`config.mk`:
```
export PLATFORM = sky130hd
export DESIGN_NAME = rv32c_mem_unit
export DESIGN_NICKNAME = d
export VERILOG_FILES = /design/src/rtl/rv32c_mem_unit.sv
export SDC_FILE = /design/constraint.sdc
export NUM_CORES = 1
export LEC_CHECK = 0
export BUFFER_PORTS_ARGS = -buffer_cell sky130_fd_sc_hd__buf_2
export CELL_PAD_IN_SITES_DETAIL_PLACEMENT = 1
export CELL_PAD_IN_SITES_GLOBAL_PLACEMENT = 1
export CORE_UTILIZATION = 30
export CTS_CLUSTER_SIZE = 40
export DETAILED_ROUTE_END_ITERATION = 7
export PLACE_DENSITY = 0.91
export RECOVER_POWER = 25
export SYNTH_ARGS = -nofsm -noshare
export SYNTH_HDL_FRONTEND = slang
export SYNTH_SLANG_ARGS = --single-unit
```
`constraint.sdc`:
```
create_clock -name iCLK -period 2.3 [get_ports iCLK]
set_clock_uncertainty 0.05 [all_clocks]
set_input_delay 0.115 -clock iCLK [delete_from_list [all_inputs] [get_ports iCLK]]
set_output_delay 0.115 -clock iCLK [all_outputs]
set_load 0.01 [all_outputs]
```
`src/rtl/rv32c_mem_unit.sv`:
```
// Multi-cycle load/store unit for RV32C c.lw/c.sw; defining RV32C_SP_EN adds
// c.lwsp/c.swsp. Drives a word-addressed RAM through a ready handshake with a wait timeout.
module rv32c_mem_unit #(
  parameter int ADDR_W  = 8,
  parameter int TIMEOUT = 15
) (
  input  logic              iCLK,
  input  logic              iRST,
  input  logic              iVALID,
  input  logic [15:0]       iIR,
  input  logic [31:0]       iRS1,
  input  logic [31:0]       iRS2,
  output logic [4:0]        oRS1,
  output logic [4:0]        oRS2,
  output logic [4:0]        oRD,
  output logic              oBUSY,
  output logic              oDONE,
  output logic              oWB_EN,
  output logic [31:0]       oALU_OUT,
  output logic              oMISALIGN,
  output logic              oTIMEOUT,
  output logic              oILLEGAL,
  output logic              oRAM_CE,
  output logic              oRAM_RD,
  output logic              oRAM_WR,
  output logic [ADDR_W-1:0] oRAM_ADDR,
  output logic [31:0]       oRAM_WDATA,
  input  logic [31:0]       iRAM_DATA,
  input  logic              iRAM_READY
);

  localparam logic [1:0] S_IDLE  = 2'd0;
  localparam logic [1:0] S_ISSUE = 2'd1;
  localparam logic [1:0] S_DONE  = 2'd2;
  localparam logic [8:0] TMO     = 9'(TIMEOUT);

  logic [1:0]        state_q, state_d;
  logic [7:0]        cnt_q, cnt_d;
  logic [ADDR_W-1:0] addr_q, addr_d;
  logic [31:0]       wdata_q, wdata_d;
  logic [31:0]       alu_q, alu_d;
  logic              load_q, load_d;
  logic              mis_q, mis_d, tmo_q, tmo_d, ill_q, ill_d;

  logic [1:0]  op;
  logic [2:0]  f3;
  logic        legal, is_load;
  logic [31:0] imm, ea;

  assign op = iIR[1:0];
  assign f3 = iIR[15:13];

  always_comb begin
    legal   = 1'b0;
    is_load = 1'b0;
    imm     = {25'b0, iIR[5], iIR[12:10], iIR[6], 2'b00};
    oRS1    = {2'b01, iIR[9:7]};
    oRS2    = {2'b01, iIR[4:2]};
    oRD     = {2'b01, iIR[4:2]};
    if (op == 2'b00 && f3 == 3'b010) begin
      legal   = 1'b1;
      is_load = 1'b1;
    end else if (op == 2'b00 && f3 == 3'b110) begin
      legal = 1'b1;
    end
`ifdef RV32C_SP_EN
    // Stack-pointer forms: base is always x2, register fields are full 5 bits.
    else if (op == 2'b10 && f3 == 3'b010) begin
      oRS1    = 5'd2;
      oRD     = iIR[11:7];
      imm     = {24'b0, iIR[3:2], iIR[12], iIR[6:4], 2'b00};
      is_load = 1'b1;
      legal   = (iIR[11:7] != 5'd0);
    end else if (op == 2'b10 && f3 == 3'b110) begin
      oRS1  = 5'd2;
      oRS2  = iIR[6:2];
      imm   = {24'b0, iIR[8:7], iIR[12:9], 2'b00};
      legal = 1'b1;
    end
`endif
  end

  assign ea = iRS1 + imm;

  always_comb begin
    state_d = state_q;
    cnt_d   = cnt_q;
    addr_d  = addr_q;
    wdata_d = wdata_q;
    alu_d   = alu_q;
    load_d  = load_q;
    mis_d   = 1'b0;
    tmo_d   = 1'b0;
    ill_d   = 1'b0;
    case (state_q)
      S_IDLE: begin
        if (iVALID) begin
          if (!legal) begin
            ill_d = 1'b1;
          end else if (ea[1:0] != 2'b00) begin
            mis_d = 1'b1;
          end else begin
            addr_d  = ea[ADDR_W+1:2];
            wdata_d = iRS2;
            load_d  = is_load;
            cnt_d   = 8'd0;
            state_d = S_ISSUE;
          end
        end
      end
      S_ISSUE: begin
        cnt_d = cnt_q + 8'd1;
        // Ready on the final allowed cycle still wins over the timeout.
        if (iRAM_READY) begin
          if (load_q) alu_d = iRAM_DATA;
          state_d = S_DONE;
        end else if ({1'b0, cnt_q} + 9'd1 >= TMO) begin
          tmo_d   = 1'b1;
          cnt_d   = 8'd0;
          state_d = S_IDLE;
        end
      end
      S_DONE: begin
        cnt_d   = 8'd0;
        state_d = S_IDLE;
      end
      default: state_d = S_IDLE;
    endcase
  end

  always_ff @(posedge iCLK) begin
    if (iRST) begin
      state_q <= S_IDLE;
      cnt_q   <= 8'd0;
      addr_q  <= '0;
      wdata_q <= 32'd0;
      alu_q   <= 32'd0;
      load_q  <= 1'b0;
      mis_q   <= 1'b0;
      tmo_q   <= 1'b0;
      ill_q   <= 1'b0;
    end else begin
      state_q <= state_d;
      cnt_q   <= cnt_d;
      addr_q  <= addr_d;
      wdata_q <= wdata_d;
      alu_q   <= alu_d;
      load_q  <= load_d;
      mis_q   <= mis_d;
      tmo_q   <= tmo_d;
      ill_q   <= ill_d;
    end
  end

  assign oBUSY      = (state_q != S_IDLE);
  assign oDONE      = (state_q == S_DONE);
  assign oWB_EN     = (state_q == S_DONE) && load_q;
  assign oALU_OUT   = alu_q;
  assign oMISALIGN  = mis_q;
  assign oTIMEOUT   = tmo_q;
  assign oILLEGAL   = ill_q;
  assign oRAM_CE    = (state_q == S_ISSUE);
  assign oRAM_RD    = (state_q == S_ISSUE) && load_q;
  assign oRAM_WR    = (state_q == S_ISSUE) && !load_q;
  assign oRAM_ADDR  = addr_q;
  assign oRAM_WDATA = wdata_q;

endmodule

```
== Yosys cells after proc, flatten, opt, wreduce, memory -nomap -nowiden ==
Cells that the tools add are included.

* Bits of input ports: 116
* Word-level logic and storage cells: 62
* Output and inout bits: 96
* Flip-flop bits (word level): 86

* Reductions and logical operators: 18
* Add/subtract/negate cells: 3
* Equal/unequal tests: 8
* Multiplexer cells: 18
* $lt $le $gt $ge: 1
* Bitwise logic cells: 5

{| class="wikitable"
|+ Operators by type and width
! cell !! number
|-
| two-way mux 8 bit || 5
|-
| case mux 8 bit (3 select lines) || 1
|-
| AND reduction 4 bit || 3
|-
| adder 10 x 7 -> 10 bit || 1
|-
| two-way mux 2 bit || 5
|-
| adder 8 x 1 -> 9 bit (second input constant) || 1
|-
| >= comparator 9 x 4 -> 1 bit (second input constant) || 1
|-
| adder 8 x 1 -> 8 bit (second input constant) || 1
|-
| two-way mux 1 bit || 6
|-
| != test 2 bit (second input constant) || 3
|-
| OR reduction 3 bit || 2
|-
| logical AND 1 bit || 5
|-
| inverter 1 bit || 5
|-
| logical NOT 2 bit || 2
|-
| case mux 2 bit (2 select lines) || 1
|-
| nonzero test 2 bit || 2
|-
| OR reduction 4 bit || 1
|-
| equality test 3 x 2 -> 1 bit (second input constant) || 1
|-
| equality test 3 bit (second input constant) || 1
|-
| != test 3 x 1 -> 1 bit (second input constant) || 1
|-
| AND reduction 3 bit || 1
|-
| nonzero test 3 bit || 1
|-
| equality test 2 x 1 -> 1 bit (second input constant) || 1
|-
| equality test 2 bit (second input constant) || 1
|-
| logical NOT 1 bit || 1
|}

== Longest topological paths before layout ==
Gate-level depths: netlist (run 1).

* Word-level depth: 7
* Mapped depth: 9
* Depth with buffers taken out: 9

== Worst setup path before layout (run 1) ==
No wires, ideal clock.

* Path type: register to register
* From: register cnt_q[0]
* To: register state_q[0]
* Stages on the path, launching flop included: 8
* Data required time: 2.180 ns
* Arrival time: 1.781 ns
* Clock period less this slack: 1.901 ns
* Path buffers: 0
* Library setup time: 0.070 ns
* Path slack: 0.399 ns
* Cell sequence: dfxtp_1 ha_1 nand3_1 or3_1 a22oi_2 o31ai_1 or3_1 a21oi_1

* Word-level cells in the longest chain between the ends: 4

{| class="wikitable"
|+ Ends and longest elaborated chain
! element !! RTL line !! RTL
|-
| start, declared || 38 || <nowiki>logic [7:0] cnt_q, cnt_d;</nowiki>
|-
| start signal, assigned || 144 || <nowiki>cnt_q <= cnt_d;</nowiki>
|-
| adder 8 x 1 -> 9 bit || 117 || <nowiki>end else if ({1'b0, cnt_q} + 9'd1 >= TMO) begin</nowiki>
|-
| >= comparator 9 x 4 -> 1 bit || 117 ||
|-
| != test 3 x 1 -> 1 bit (no line) || - ||
|-
| AND reduction 4 bit (no line) || - ||
|-
| end signal, assigned || 143 || <nowiki>state_q <= state_d;</nowiki>
|-
| end, declared || 37 || <nowiki>logic [1:0] state_q, state_d;</nowiki>
|}

Every way passes these cells.
A chain may end at the register's enable or synchronous reset.

== Worst setup path in the final report (run 1) ==
* From: register cnt_q[1]
* To: register state_q[0]

Same word-level chain as after synthesis.

==> flow_metrics.py, run 1 <==
metrics = {
    "status": {
        "run_status": "finished, violations left",
        "failed_checks": "DRC",
    },
    "sta": {
        "maxSlewHeadroom_pct": 53.34,
        "final.period_utilization_pct": 92.07,
        "final-max-slew-violation-count": 0,
        "grt_setup_unrepaired": "false",
        "final_period_minus_worst_setup_slack_ns": 2.118,
        "highest_achievable_clock_rate_ghz": 0.4722,
        "layout_setup_ws_ns": 0.1823,
        "setup_viol": 0,
        "finalHoldViolCount": 0,
        "worst_slew_pin_slew_ns": 0.6998,
        "fin_setup_tns_ns": 0,
    },
    "global_route": {
        "gr-usage-all-layers_pct": 21.84,
        "antenna_violations_before_repair": 1,
        "grt_overflow_total": 0,
        "grt_pass1_vias": 4290,
        "grt_max_degree": 67,
        "grt_first_pass_wirelength_mm": 21.20,
    },
    "cts": {
        "buffer_cell_driving_the_clock_tree_root": "sky130_fd_sc_hd__clkbuf_16",
        "setup_buffers_after_cts": 0,
        "clk_pin_slew_ns": 0.06,
        "tritoncts.num_buffers": 9,
        "worstSkewPairLatency_ns": 0.33,
        "tritoncts_clock_tree": "yes",
        "tritoncts_num_sinks": 86,
        "clk_path_buf_depth": 2,
        "cts_htree_levels": 3,
    },
    "floorplan": {
        "design.core.area_um2": 11560,
        "die-width_um": 111.5,
        "initial_utilization_pct": 31.13,
        "rows": 39,
        "floorplan.io_pins": 212,
        "die_y_um": 111.5,
        "die_area_um2": 12440,
    },
    "route": {
        "drt-vias-per-instance": 4.902,
        "drt-wirelength-per-cell_um": 16.35,
        "drc": 32,
        "first_pass_detailed_route_iteration_total": 8,
        "drtIter0Drc": 251,
        "via_count_of_the_routed_design": 4000,
        "ant_nets": 0,
        "routed_wl_mm": 13.34,
    },
    "finish": {
        "commonest_non_fill_non_tap_cell_in_the_layout": "sky130_fd_sc_hd__nand2_1",
        "area_delta_synth_final_pct": 48.87,
        "most-common-layout-cells": "sky130_fd_sc_hd__nand2_1 (141), sky130_fd_sc_hd__buf_2 (133), sky130_fd_sc_hd__dfxtp_1 (85), sky130_fd_sc_hd__a21oi_1 (75), sky130_fd_sc_hd__dlygate4sd3_1 (65)",
        "utilization_pct": 46.34,
        "multiInputGateArea_um2": 1610,
        "regArea_um2": 1723,
        "layout-drive-gt1-share_pct": 23.99,
        "layout.nets": 791,
        "filler_cell_count": 1436,
    },
    "pwr": {
        "clk_network_pwr_share_pct": 45.2,
        "power_switching_share_pct": 22.14,
        "p_comb_share_pct": 8.5,
        "power_report.internal_total_mw": 2.516,
        "total_power_mw": 3.232,
        "netSwitchingPower_mw": 0.7156,
        "leakagePower_nw": 2.249,
        "vdd_ir_drop_max_uv": 243.7,
        "power.density_cell_area_nw_per_um2": 603.1,
        "part_of_the_total_power_dissipated_in_sequential_elements_pct": 46.3,
    },
    "setup_path": {
        "worst-r2r-setup-slack_ns": 0.18,
        "worst_ep_required_time_ns": 2.50,
        "r2r_start": "cnt_q[1]$_SDFFE_PP0P_",
        "reg2reg_to": "state_q[0]$_SDFFE_PP0P_",
        "timing.critical_path.from_type": "flop",
        "max_fo_critical_path": 7,
        "timing.critical_path.arrival_ns": 2.32,
        "worst-setup-path-type": "reg2reg",
        "worst-r2r-cell-count": 7,
        "worstSetupEndpointType": "flop",
    },
    "synthesis": {
        "synth_largest_area_cell": "sky130_fd_sc_hd__dfxtp_1",
        "synth-adder-area-share_pct": 2.989,
        "synth.distinct_cells": 44,
        "syn_area_per_cell_um2": 7.894,
        "synth-edff-count": 0,
        "yosysWarningCount": 0,
        "synth_area_um2": 3600,
        "postSynthCellCount": 456,
        "ys_seq_area_share_pct": 47.83,
        "synth_top_area_share_pct": 47.83,
        "ys.flop_type": "sky130_fd_sc_hd__dfxtp_1",
        "synth-async-reset-ratio_pct": 0,
        "yosys_register_bits": 86,
        "synth_top_family_by_area": "simple AND/OR/NAND/NOR gates",
        "yosys-mux-area-fraction_pct": 0.2781,
        "synth_area_leaders": "sky130_fd_sc_hd__dfxtp_1 (48%), sky130_fd_sc_hd__nand2_1 (15%), sky130_fd_sc_hd__a21oi_1 (10%), sky130_fd_sc_hd__buf_4 (4.2%), sky130_fd_sc_hd__ha_1 (2.4%)",
        "synth-compound-area-share_pct": 16.51,
        "simple_gate_fraction_of_synth_area_pct": 23.25,
        "synthXorXnorAreaFrac_pct": 0.9732,
    },
    "worst_hold_path": {
        "min_path_type": "in2reg",
        "hold_depth": 3,
        "min_from": "iRS1[0]",
        "timing.hold.worst_endpoint": "oMISALIGN$_SDFF_PP0_",
    },
    "placement": {
        "dpl_worst_slack_ns": 0.1029,
        "dp_hpwl_mm": 8.226,
        "io_buffers": 168,
        "globalplace.congestion": 0.8336,
    },
    "job": {
        "timing.max_cap.violations": 0,
    },
}
## sequential cells by signal, indices dropped and copies added, names as in the netlist
| register | flops |
|---|---|
| oRAM_ADDR | 8 |
| cnt_q | 8 |
| oTIMEOUT | 1 |
| load_q | 1 |
| oRAM_WDATA | 32 |
| oMISALIGN | 1 |
| oALU_OUT | 32 |
| state_q | 2 |
| oILLEGAL | 1 |
## cell families (layout without fill, tap and decap cells)
group / Yosys count / after routing
multiplexers: 1 / 1
AND/OR/NAND/NOR: 197 / 197
flip-flops: 86 / 86
other: 2 / 8
XOR/XNOR: 4 / 4
AO/OA/AOI/OAI: 105 / 105
adder cells (fa/ha/maj): 8 / 8
buffers and inverters: 53 / 264
## per-stage QoR
stage               hold WS, ns  instances  area, um2
detailed placement       0.1801        734       4443
global route            0.03409        815       5356
floorplan                0.1606        460       3615
finish                  0.03442        816       5359
CTS                     0.01377        814       5393
global placement         0.1801        734       4443
## Yosys cell counts (3+ instances only)
master / count
sky130_fd_sc_hd__a211oi_1: 5
sky130_fd_sc_hd__a21o_1: 4
sky130_fd_sc_hd__a21oi_1: 75
sky130_fd_sc_hd__and3_1: 3
sky130_fd_sc_hd__buf_2: 4
sky130_fd_sc_hd__buf_4: 20
sky130_fd_sc_hd__clkbuf_1: 16
sky130_fd_sc_hd__dfxtp_1: 86
sky130_fd_sc_hd__ha_1: 7
sky130_fd_sc_hd__inv_1: 10
sky130_fd_sc_hd__nand2_1: 141
sky130_fd_sc_hd__nand2b_1: 4
sky130_fd_sc_hd__nand3_1: 8
sky130_fd_sc_hd__nor2_1: 18
sky130_fd_sc_hd__nor2b_1: 4
sky130_fd_sc_hd__nor3_1: 6
sky130_fd_sc_hd__o21ai_0: 9
## worst max-delay path: stages (launching register included)
cell                      delay (ns)
sky130_fd_sc_hd__dfxtp_1        0.43
sky130_fd_sc_hd__ha_1           0.24
sky130_fd_sc_hd__nand3_1        0.11
sky130_fd_sc_hd__or3_1          0.37
sky130_fd_sc_hd__a22oi_2        0.25
sky130_fd_sc_hd__o31ai_1        0.11
sky130_fd_sc_hd__or3_1          0.31
sky130_fd_sc_hd__a21oi_1        0.16
## worst max path at each step
stage | from | end | depth (start not counted)
floorplan | cnt_q[0]$_SDFFE_PP0P_ | state_q[0]$_SDFFE_PP0P_ | 7
global placement | cnt_q[0]$_SDFFE_PP0P_ | cnt_q[3]$_SDFFE_PP0P_ | 7
detailed placement | cnt_q[0]$_SDFFE_PP0P_ | cnt_q[3]$_SDFFE_PP0P_ | 7
CTS | cnt_q[0]$_SDFFE_PP0P_ | cnt_q[3]$_SDFFE_PP0P_ | 7
global route | cnt_q[1]$_SDFFE_PP0P_ | state_q[0]$_SDFFE_PP0P_ | 7
finish | cnt_q[1]$_SDFFE_PP0P_ | state_q[0]$_SDFFE_PP0P_ | 7
## layout make-up
cell class              instances  share of cell area, %
diodes                          2                0.09339
clock buffers                  10                  4.459
clock inverters                 5                  1.121
inverters                      10                 0.7004
multi-input cells             321                  30.05
flip-flops and latches         86                  32.15
well taps                     143                  3.339
repair buffers                239                  28.09
## metal layers
| metal | global-route usage, % | wire [um] |
|---|---|---|
| met4 | 10.90 | 472 |
| met2 | 42.79 | 7328 |
| met1 | 20.82 | 4823 |
| met3 | 5.770 | 714 |
| met5 | 0 | 0 |
## power by group through the flow
stage	Combinational, mW	Clock, mW	Sequential (mW)
after global routing	0.298	1.56	1.50
final	0.275	1.46	1.50
after CTS	0.266	1.50	1.50
after floorplan	0.0964	0	1.53
after detailed placement	0.178	0	1.53
after global placement	0.171	0	1.53
## timing repair
item,4_1_cts,5_1_grt
gates resized for setup,0,2
endpoints found under the setup margin,0,1
hold buffers,65,0
endpoints found under the hold margin,65,0
Note: power is estimated with default switching activity, not from simulation.
==> run 2: changes to the inputs <==
--- a/config.mk
+++ b/config.mk
@@ -5,13 +5,13 @@
 export SDC_FILE = /design/constraint.sdc
 export NUM_CORES = 1
 export LEC_CHECK = 0
-export BUFFER_PORTS_ARGS = -buffer_cell sky130_fd_sc_hd__buf_2
 export CELL_PAD_IN_SITES_DETAIL_PLACEMENT = 1
 export CELL_PAD_IN_SITES_GLOBAL_PLACEMENT = 1
-export CORE_UTILIZATION = 30
+export CORE_UTILIZATION = 40
 export CTS_CLUSTER_SIZE = 40
 export DETAILED_ROUTE_END_ITERATION = 7
-export PLACE_DENSITY = 0.91
+export DONT_BUFFER_PORTS = 1
+export PLACE_DENSITY = 0.75
 export RECOVER_POWER = 25
 export SYNTH_ARGS = -nofsm -noshare
 export SYNTH_HDL_FRONTEND = slang
==> run 2 against run 1 <==
  * Die area down 25%
  * The run ends with hold timing left
  * Cell count down 24%
  * Highest routed layer unchanged
  * Combinational power down 27%
  * Utilization up 5.3 points
  * Largest power group unchanged
  * Flip-flop and latch count unchanged
  * Critical path depth unchanged
  * Critical path type unchanged
  * Largest cell class unchanged
  * Non-clock buffer count down 159
  * Routed wire length down 17%
  * Sequential share of layout area up 6.1 points
==> flow_metrics.py, run 2 (synthesis results as in run 1) <==
metrics = {
    "status": {
        "run_status": "finished, violations left",
        "failed_checks": "hold timing",
    },
    "worst_hold_path": {
        "min_path_type": "in2reg",
        "min_from": "iRAM_READY",
    },
    "setup_path": {
        "critical_path.cell_chain": "ha_1 -> nand3_1 -> or3_1 -> a22oi_2 -> o31ai_1 -> or3_1 -> a21oi_1",
        "r2r_start": "cnt_q[0]$_SDFFE_PP0P_",
        "worst-setup-path-type": "reg2reg",
        "timing.critical_path.mode_cell": "sky130_fd_sc_hd__or3_1",
        "worst-r2r-setup-slack_ns": 0.23,
        "critical_path.max_stage_delay_ns": 0.41,
        "timing.critical_path.from_type": "flop",
        "max_fo_critical_path": 9,
        "worstSetupEndpointType": "flop",
        "critPathSlowestCell": "sky130_fd_sc_hd__dfxtp_2",
        "worst_ep_required_time_ns": 2.53,
        "timing.critical_path.arrival_ns": 2.30,
        "timing.critical_path.from": "cnt_q[0]$_SDFFE_PP0P_",
    },
    "cts": {
        "tritoncts.num_buffers": 9,
        "cts_htree_levels": 3,
        "tritoncts_clock_tree": "yes",
        "clk_path_buf_depth": 2,
        "worstSkewPairLatency_ns": 0.34,
        "setup_buffers_after_cts": 0,
        "clk_pin_slew_ns": 0.09,
        "buffer_cell_driving_the_clock_tree_root": "sky130_fd_sc_hd__clkbuf_8",
        "tritoncts_num_sinks": 86,
    },
    "sta": {
        "setup_viol": 0,
        "final.period_utilization_pct": 89.79,
        "grt_setup_unrepaired": "false",
        "layout_setup_ws_ns": 0.2348,
        "final_period_minus_worst_setup_slack_ns": 2.065,
        "final-max-slew-violation-count": 0,
        "fin_setup_tns_ns": 0,
        "highest_achievable_clock_rate_ghz": 0.4842,
        "hold_slack_ns": -0.02613,
        "finalHoldViolCount": 2,
    },
    "global_route": {
        "grt_max_degree": 77,
        "antenna_violations_before_repair": 1,
        "grt_first_pass_wirelength_mm": 17.64,
        "grt_overflow_total": 0,
        "gr-usage-all-layers_pct": 23.63,
        "grt_pass1_vias": 3548,
    },
    "route": {
        "drtIter0Drc": 78,
        "via_count_of_the_routed_design": 3307,
        "drt-wirelength-per-cell_um": 17.85,
        "first_pass_detailed_route_iteration_total": 4,
        "ant_nets": 0,
        "routed_wl_mm": 11.10,
        "drc": 0,
        "drt-vias-per-instance": 5.317,
    },
    "placement": {
        "dpl_worst_slack_ns": 0.1501,
        "dp_hpwl_mm": 6.327,
        "globalplace.congestion": 0.8460,
        "area_of_placed_instances_um2": 3558,
        "io_buffers": 0,
    },
    "finish": {
        "layout-drive-gt1-share_pct": 5.848,
        "area_delta_synth_final_pct": 25.17,
        "commonest_non_fill_non_tap_cell_in_the_layout": "sky130_fd_sc_hd__nand2_1",
        "layout.nets": 632,
        "most-common-layout-cells": "sky130_fd_sc_hd__nand2_1 (141), sky130_fd_sc_hd__dfxtp_1 (84), sky130_fd_sc_hd__a21oi_1 (75), sky130_fd_sc_hd__dlygate4sd3_1 (73), sky130_fd_sc_hd__nor2_1 (18)",
        "utilization_pct": 51.66,
        "final_design_area_no_fill_um2": 4506,
    },
    "floorplan": {
        "rows": 34,
        "die-width_um": 96.87,
        "die_area_um2": 9383,
        "die_y_um": 96.87,
        "design.core.area_um2": 8721,
        "initial_utilization_pct": 41.28,
        "floorplan.io_pins": 212,
    },
    "pwr": {
        "vdd_ir_drop_max_uv": 292.9,
        "leakagePower_nw": 1.609,
        "power.density_cell_area_nw_per_um2": 596.1,
    },
    "job": {
        "timing.max_cap.violations": 0,
    },
}
-- run 2: changes by cell type in the layout (fill, tap and decap cells not counted), sizes merged --
cell,previous run,this run
diode,2,1
dlygate4sd3,65,73
clkbuf,45,10
bufinv,1,0
buf,139,7
inv,10,13
clkinvlp,1,0
-- run 2: layout make-up --
| cell class | count | area [um2] |
|---|---|---|
| diodes | 1 | 2.502 |
| clock buffers | 10 | 127.6 |
| clock inverters | 6 | 52.55 |
| fillers | 1057 | 4215 |
| inverters | 10 | 37.54 |
| multi-input cells | 321 | 1610 |
| flip-flops and latches | 86 | 1724 |
| well taps | 108 | 135.1 |
| repair buffers | 80 | 815.8 |
-- run 2: path summary, 6_finish.rpt --
kind                           endpoint  cells past startpoint
min               cnt_q[0]$_SDFFE_PP0P_                      2
max reg2reg     state_q[0]$_SDFFE_PP0P_                      7
max             state_q[0]$_SDFFE_PP0P_                      7
min reg2reg  oRAM_WDATA[0]$_SDFFE_PP0P_                      2
-- run 2: per-stage QoR --
stage          std cells  total power, mW
2_1_floorplan        460            1.628
3_3_place_gp         531            1.598
6_report             622            2.686
3_5_place_dp         531            1.601
4_1_cts              621            2.709
5_1_grt              622            2.791
-- run 2: worst max-delay path, delay by kind of cell, from the launching register on --
family                   cells  cell delay, ns
AND/OR/NAND/NOR              3            0.81
adder cells (fa/ha/maj)      1            0.24
flip-flops                   1            0.41
AO/OA/AOI/OAI                3            0.49
-- run 2: report_power, final --
group | switching [mW] | total, mW | internal (mW)
logic | 0.0846 | 0.200 | 0.116
clock network | 0.577 | 0.988 | 0.411
registers | 0.00540 | 1.50 | 1.49
-- run 2: timing repair --
item | in CTS | in global routing
hold endpoints to repair | 78 | 0
endpoints found under the setup margin | 0 | 2
gates resized for setup | 0 | 3
hold buffers | 74 | 0
-- run 2: routing by layer --
| layer | global-route usage (%) | up-vias | routed length [um] |
|---|---|---|---|
| li1 | - | 1587 | - |
| met1 | 22.36 | 1556 | 3896 |
| met2 | 45.72 | 122 | 6100 |
| met3 | 6.214 | 42 | 650 |
| met4 | 12.63 | 0 | 455 |
| met5 | 0 | - | 0 |
==> run 3: changes to the inputs <==
--- a/config.mk
+++ b/config.mk
@@ -8,6 +8,7 @@
 export CELL_PAD_IN_SITES_DETAIL_PLACEMENT = 1
 export CELL_PAD_IN_SITES_GLOBAL_PLACEMENT = 1
 export CORE_UTILIZATION = 40
+export CTS_BUF_LIST = sky130_fd_sc_hd__clkbuf_4
 export CTS_CLUSTER_SIZE = 40
 export DETAILED_ROUTE_END_ITERATION = 7
 export DONT_BUFFER_PORTS = 1
==> run 3 against run 2 <==
  * The flow now stops in clock tree synthesis
  * Synthesized cell count is the same
  * Area after synthesis unchanged
==> flow_metrics.py, run 3 <==
metrics = {
    "status": {
        "run_status": "did not finish",
        "failing_step": "clock tree synthesis",
        "flow.first_error": "[ERROR RSZ-0060] Max buffer count reached.",
    },
    "synthesis": {
        "yosysWarningCount": 0,
        "synth-compound-area-share_pct": 16.51,
        "synth_area_um2": 3600,
        "synth_top_family_by_area": "simple AND/OR/NAND/NOR gates",
        "synth_top_area_share_pct": 47.83,
        "yosysMostFrequentCell": "sky130_fd_sc_hd__nand2_1",
        "synth-edff-count": 0,
        "synth.distinct_cells": 44,
        "synth_largest_area_cell": "sky130_fd_sc_hd__dfxtp_1",
        "ys.flop_type": "sky130_fd_sc_hd__dfxtp_1",
        "syn_area_per_cell_um2": 7.894,
        "synth-adder-area-share_pct": 2.989,
        "postSynthCellCount": 456,
        "synth.top_cells.by_count": "sky130_fd_sc_hd__nand2_1 (141), sky130_fd_sc_hd__dfxtp_1 (86), sky130_fd_sc_hd__a21oi_1 (75)",
        "yosys-mux-area-fraction_pct": 0.2781,
        "yosys_register_bits": 86,
        "synth-async-reset-ratio_pct": 0,
        "ys_seq_area_share_pct": 47.83,
        "simple_gate_fraction_of_synth_area_pct": 23.25,
        "synth_area_leaders": "sky130_fd_sc_hd__dfxtp_1 (48%), sky130_fd_sc_hd__nand2_1 (15%), sky130_fd_sc_hd__a21oi_1 (10%), sky130_fd_sc_hd__buf_4 (4.2%), sky130_fd_sc_hd__ha_1 (2.4%)",
        "synthXorXnorAreaFrac_pct": 0.9732,
    },
    "cts": {
        "setup_buffers_after_cts": 0,
        "tritoncts_num_sinks": 86,
        "tritoncts.num_buffers": 9,
        "buffer_cell_driving_the_clock_tree_root": "sky130_fd_sc_hd__clkbuf_4",
        "cts_hold_repair.buffers": 111,
        "cts_htree_levels": 3,
        "post_cts_resize_count": 0,
        "clk_path_buf_depth": 2,
    },
    "placement": {
        "io_buffers": 0,
        "globalplace.congestion": 0.8460,
        "placed_cells_incl_taps": 531,
        "dp_hpwl_mm": 6.327,
    },
    "floorplan": {
        "rows": 34,
        "die-width_um": 96.87,
        "floorplan.io_pins": 212,
        "initial_utilization_pct": 41.28,
        "die_y_um": 96.87,
    },
}
==> run 3: cells by family after synthesis <==
logic type	Yosys count
simple gates	197
compound gates	105
flops	86
buf+inv	53
fa+ha+maj	8
xor+xnor	4
other cells	2
mux	1
==> run 3: metrics by stage <==
step	utilization (%)	hold slack, ns	setup slack [ns]	area (um2)
detailed placement	40.80	0.1425	0.1501	3558
global placement	40.80	0.1420	0.2571	3558
floorplan	-	0.1606	0.3988	3615
==> run 4: changes to the inputs <==
==> config.mk (replaced) <==
export PLATFORM = sky130hd
export DESIGN_NAME = rv32c_mem_unit
export DESIGN_NICKNAME = d
export VERILOG_FILES = /design/src/rtl/rv32c_mem_unit.sv
export SDC_FILE = /design/constraint.sdc
export NUM_CORES = 1
export LEC_CHECK = 0
export CORE_UTILIZATION = 25
export DETAILED_ROUTE_END_ITERATION = 7
export DONT_BUFFER_PORTS = 1
export PLACE_DENSITY_LB_ADDON = 0.15
export RECOVER_POWER = 25
export SYNTH_ARGS = -nofsm -noshare
export SYNTH_HDL_FRONTEND = slang
export SYNTH_SLANG_ARGS = --single-unit
==> run 4 against run 3 <==
  * The run now ends clean
==> flow_metrics.py, run 4 (synthesis results as in run 1) <==
metrics = {
    "sta": {
        "grt_setup_unrepaired": "false",
        "final.period_utilization_pct": 92.08,
        "maxSlewHeadroom_pct": 52.49,
        "final-max-slew-violation-count": 0,
        "worst_slew_pin_slew_ns": 0.7126,
        "finalHoldViolCount": 0,
        "setup_viol": 0,
        "hold_slack_ns": 0.03180,
        "final_period_minus_worst_setup_slack_ns": 2.118,
        "layout_setup_ws_ns": 0.1821,
        "fin_setup_tns_ns": 0,
        "highest_achievable_clock_rate_ghz": 0.4722,
    },
    "global_route": {
        "grt_max_degree": 77,
        "grt_overflow_total": 0,
        "grt_use_met2_pct": 21.15,
        "global_route.peak_usage_layer": "met2",
        "antenna_violations_before_repair": 0,
        "gr-usage-all-layers_pct": 13.37,
        "grt_first_pass_wirelength_mm": 15.15,
        "globalRouteMet3Util_pct": 4.541,
        "grt_pass1_vias": 3024,
        "gr-usage-met1_pct": 15.47,
    },
    "finish": {
        "layout.nets": 631,
        "final_design_area_no_fill_um2": 4656,
        "area_delta_synth_final_pct": 29.34,
        "filler_cell_count": 1432,
        "commonest_non_fill_non_tap_cell_in_the_layout": "sky130_fd_sc_hd__nand2_1",
        "utilization_pct": 33.28,
        "layout-drive-gt1-share_pct": 4.510,
        "most-common-layout-cells": "sky130_fd_sc_hd__nand2_1 (141), sky130_fd_sc_hd__dfxtp_1 (86), sky130_fd_sc_hd__a21oi_1 (75), sky130_fd_sc_hd__dlygate4sd3_1 (73), sky130_fd_sc_hd__nor2_1 (18)",
        "antenna_cells": 0,
    },
    "setup_path": {
        "critPathTopFamily": "compound AO/OA/AOI/OAI gates",
        "timing.critical_path.from_type": "flop",
        "critPathSlowestCell": "sky130_fd_sc_hd__dfxtp_1",
        "critical_path.cell_chain": "ha_1 -> and3_1 -> mux2i_1 -> a22oi_2 -> o21ai_1 -> nor3_1 -> a211o_1",
        "path_buf_inv": 0,
        "timing.critical_path.arrival_ns": 2.30,
        "worstSetupEndpointType": "flop",
        "max_fo_critical_path": 9,
        "critical_path.max_stage_delay_ns": 0.46,
        "worst_ep_required_time_ns": 2.48,
        "worst-setup-path-type": "reg2reg",
    },
    "pwr": {
        "power.density_cell_area_nw_per_um2": 641.4,
        "leakagePower_nw": 1.639,
        "vdd_ir_drop_max_uv": 271.6,
    },
    "placement": {
        "io_buffers": 0,
        "area_of_placed_instances_um2": 3641,
        "dpl_worst_slack_ns": 0.2080,
        "dp_hpwl_mm": 6.608,
        "globalplace.congestion": 0.7839,
    },
    "cts": {
        "buffer_cell_driving_the_clock_tree_root": "sky130_fd_sc_hd__clkbuf_16",
        "clk_path_buf_depth": 2,
        "tritoncts_num_sinks": 86,
        "worstSkewPairLatency_ns": 0.34,
        "tritoncts_clock_tree": "yes",
        "clk_pin_slew_ns": 0.06,
        "post_cts_resize_count": 0,
        "cts_htree_levels": 3,
        "tritoncts.num_buffers": 9,
    },
    "floorplan": {
        "rows": 43,
        "initial_utilization_pct": 25.73,
        "die-width_um": 122.0,
        "die_y_um": 122.0,
        "design.core.area_um2": 13990,
        "floorplan.io_pins": 212,
        "die_area_um2": 14880,
    },
    "route": {
        "drtIter0Drc": 91,
        "routed_wl_mm": 9.916,
        "first_pass_detailed_route_iteration_total": 4,
        "via_count_of_the_routed_design": 3198,
        "drt-wirelength-per-cell_um": 14.37,
        "ant_nets": 0,
        "drt-vias-per-instance": 4.635,
        "drc": 0,
    },
    "job": {
        "timing.max_cap.violations": 0,
    },
    "status": {
        "run_status": "finished, final reports clean",
    },
    "worst_hold_path": {
        "min_path_type": "in2reg",
    },
}
-- run 4: what timing repair did --
item | in CTS | in global routing
hold buffers | 74 | 0
hold endpoints to repair | 78 | 0
buffers inserted | 0 | 0
-- run 4: path summary, 6_finish.rpt --
path	slack [ns]	cells after the start	start	endpoint
setup reg to reg	0.18	7	cnt_q[0]$_SDFFE_PP0P_	cnt_q[3]$_SDFFE_PP0P_
hold / removal	0.03	3	iIR[6]	oRAM_ADDR[0]$_SDFFE_PP0P_
hold reg to reg	0.45	2	oRAM_WDATA[20]$_SDFFE_PP0P_	oRAM_WDATA[20]$_SDFFE_PP0P_
setup / recovery	0.18	7	cnt_q[0]$_SDFFE_PP0P_	cnt_q[3]$_SDFFE_PP0P_
-- run 4: power breakdown --
group | switching (mW) | total (mW) | leakage [nW] | internal (mW)
combinational | 0.0804 | 0.195 | 0.818 | 0.115
sequential | 0.00560 | 1.50 | 0.693 | 1.49
clock | 0.546 | 1.29 | 0.128 | 0.745
total | 0.632 | 2.99 | 1.64 | 2.35
-- run 4: layout make-up --
type	instances	area, um2	share of cell area, %
flip-flops and latches	86	1722	36.98
repair buffers	79	808.3	17.36
inverters	10	37.54	0.8062
well taps	180	225.2	4.837
clock inverters	2	10.01	0.2150
multi-input cells	321	1607	34.51
clock buffers	12	246.5	5.294
-- run 4: worst min-delay path, stage by stage --
cell and delay (ns):
sky130_fd_sc_hd__ha_1 0.11, sky130_fd_sc_hd__nand2_1 0.04, sky130_fd_sc_hd__a21oi_1 0.11
-- run 4: through the flow --
stage          cells  power (mW)
4_1_cts          690       3.058
3_3_place_gp     602       1.600
3_5_place_dp     602       1.601
5_1_grt          690       3.133
6_report         690       2.986
2_1_floorplan    460       1.628
-- run 4: layer usage --
metal	vias up	wire length (um)
li1	1581	-
met2	119	4570
met3	24	791
met1	1474	4243
met4	0	310
met5	-	0
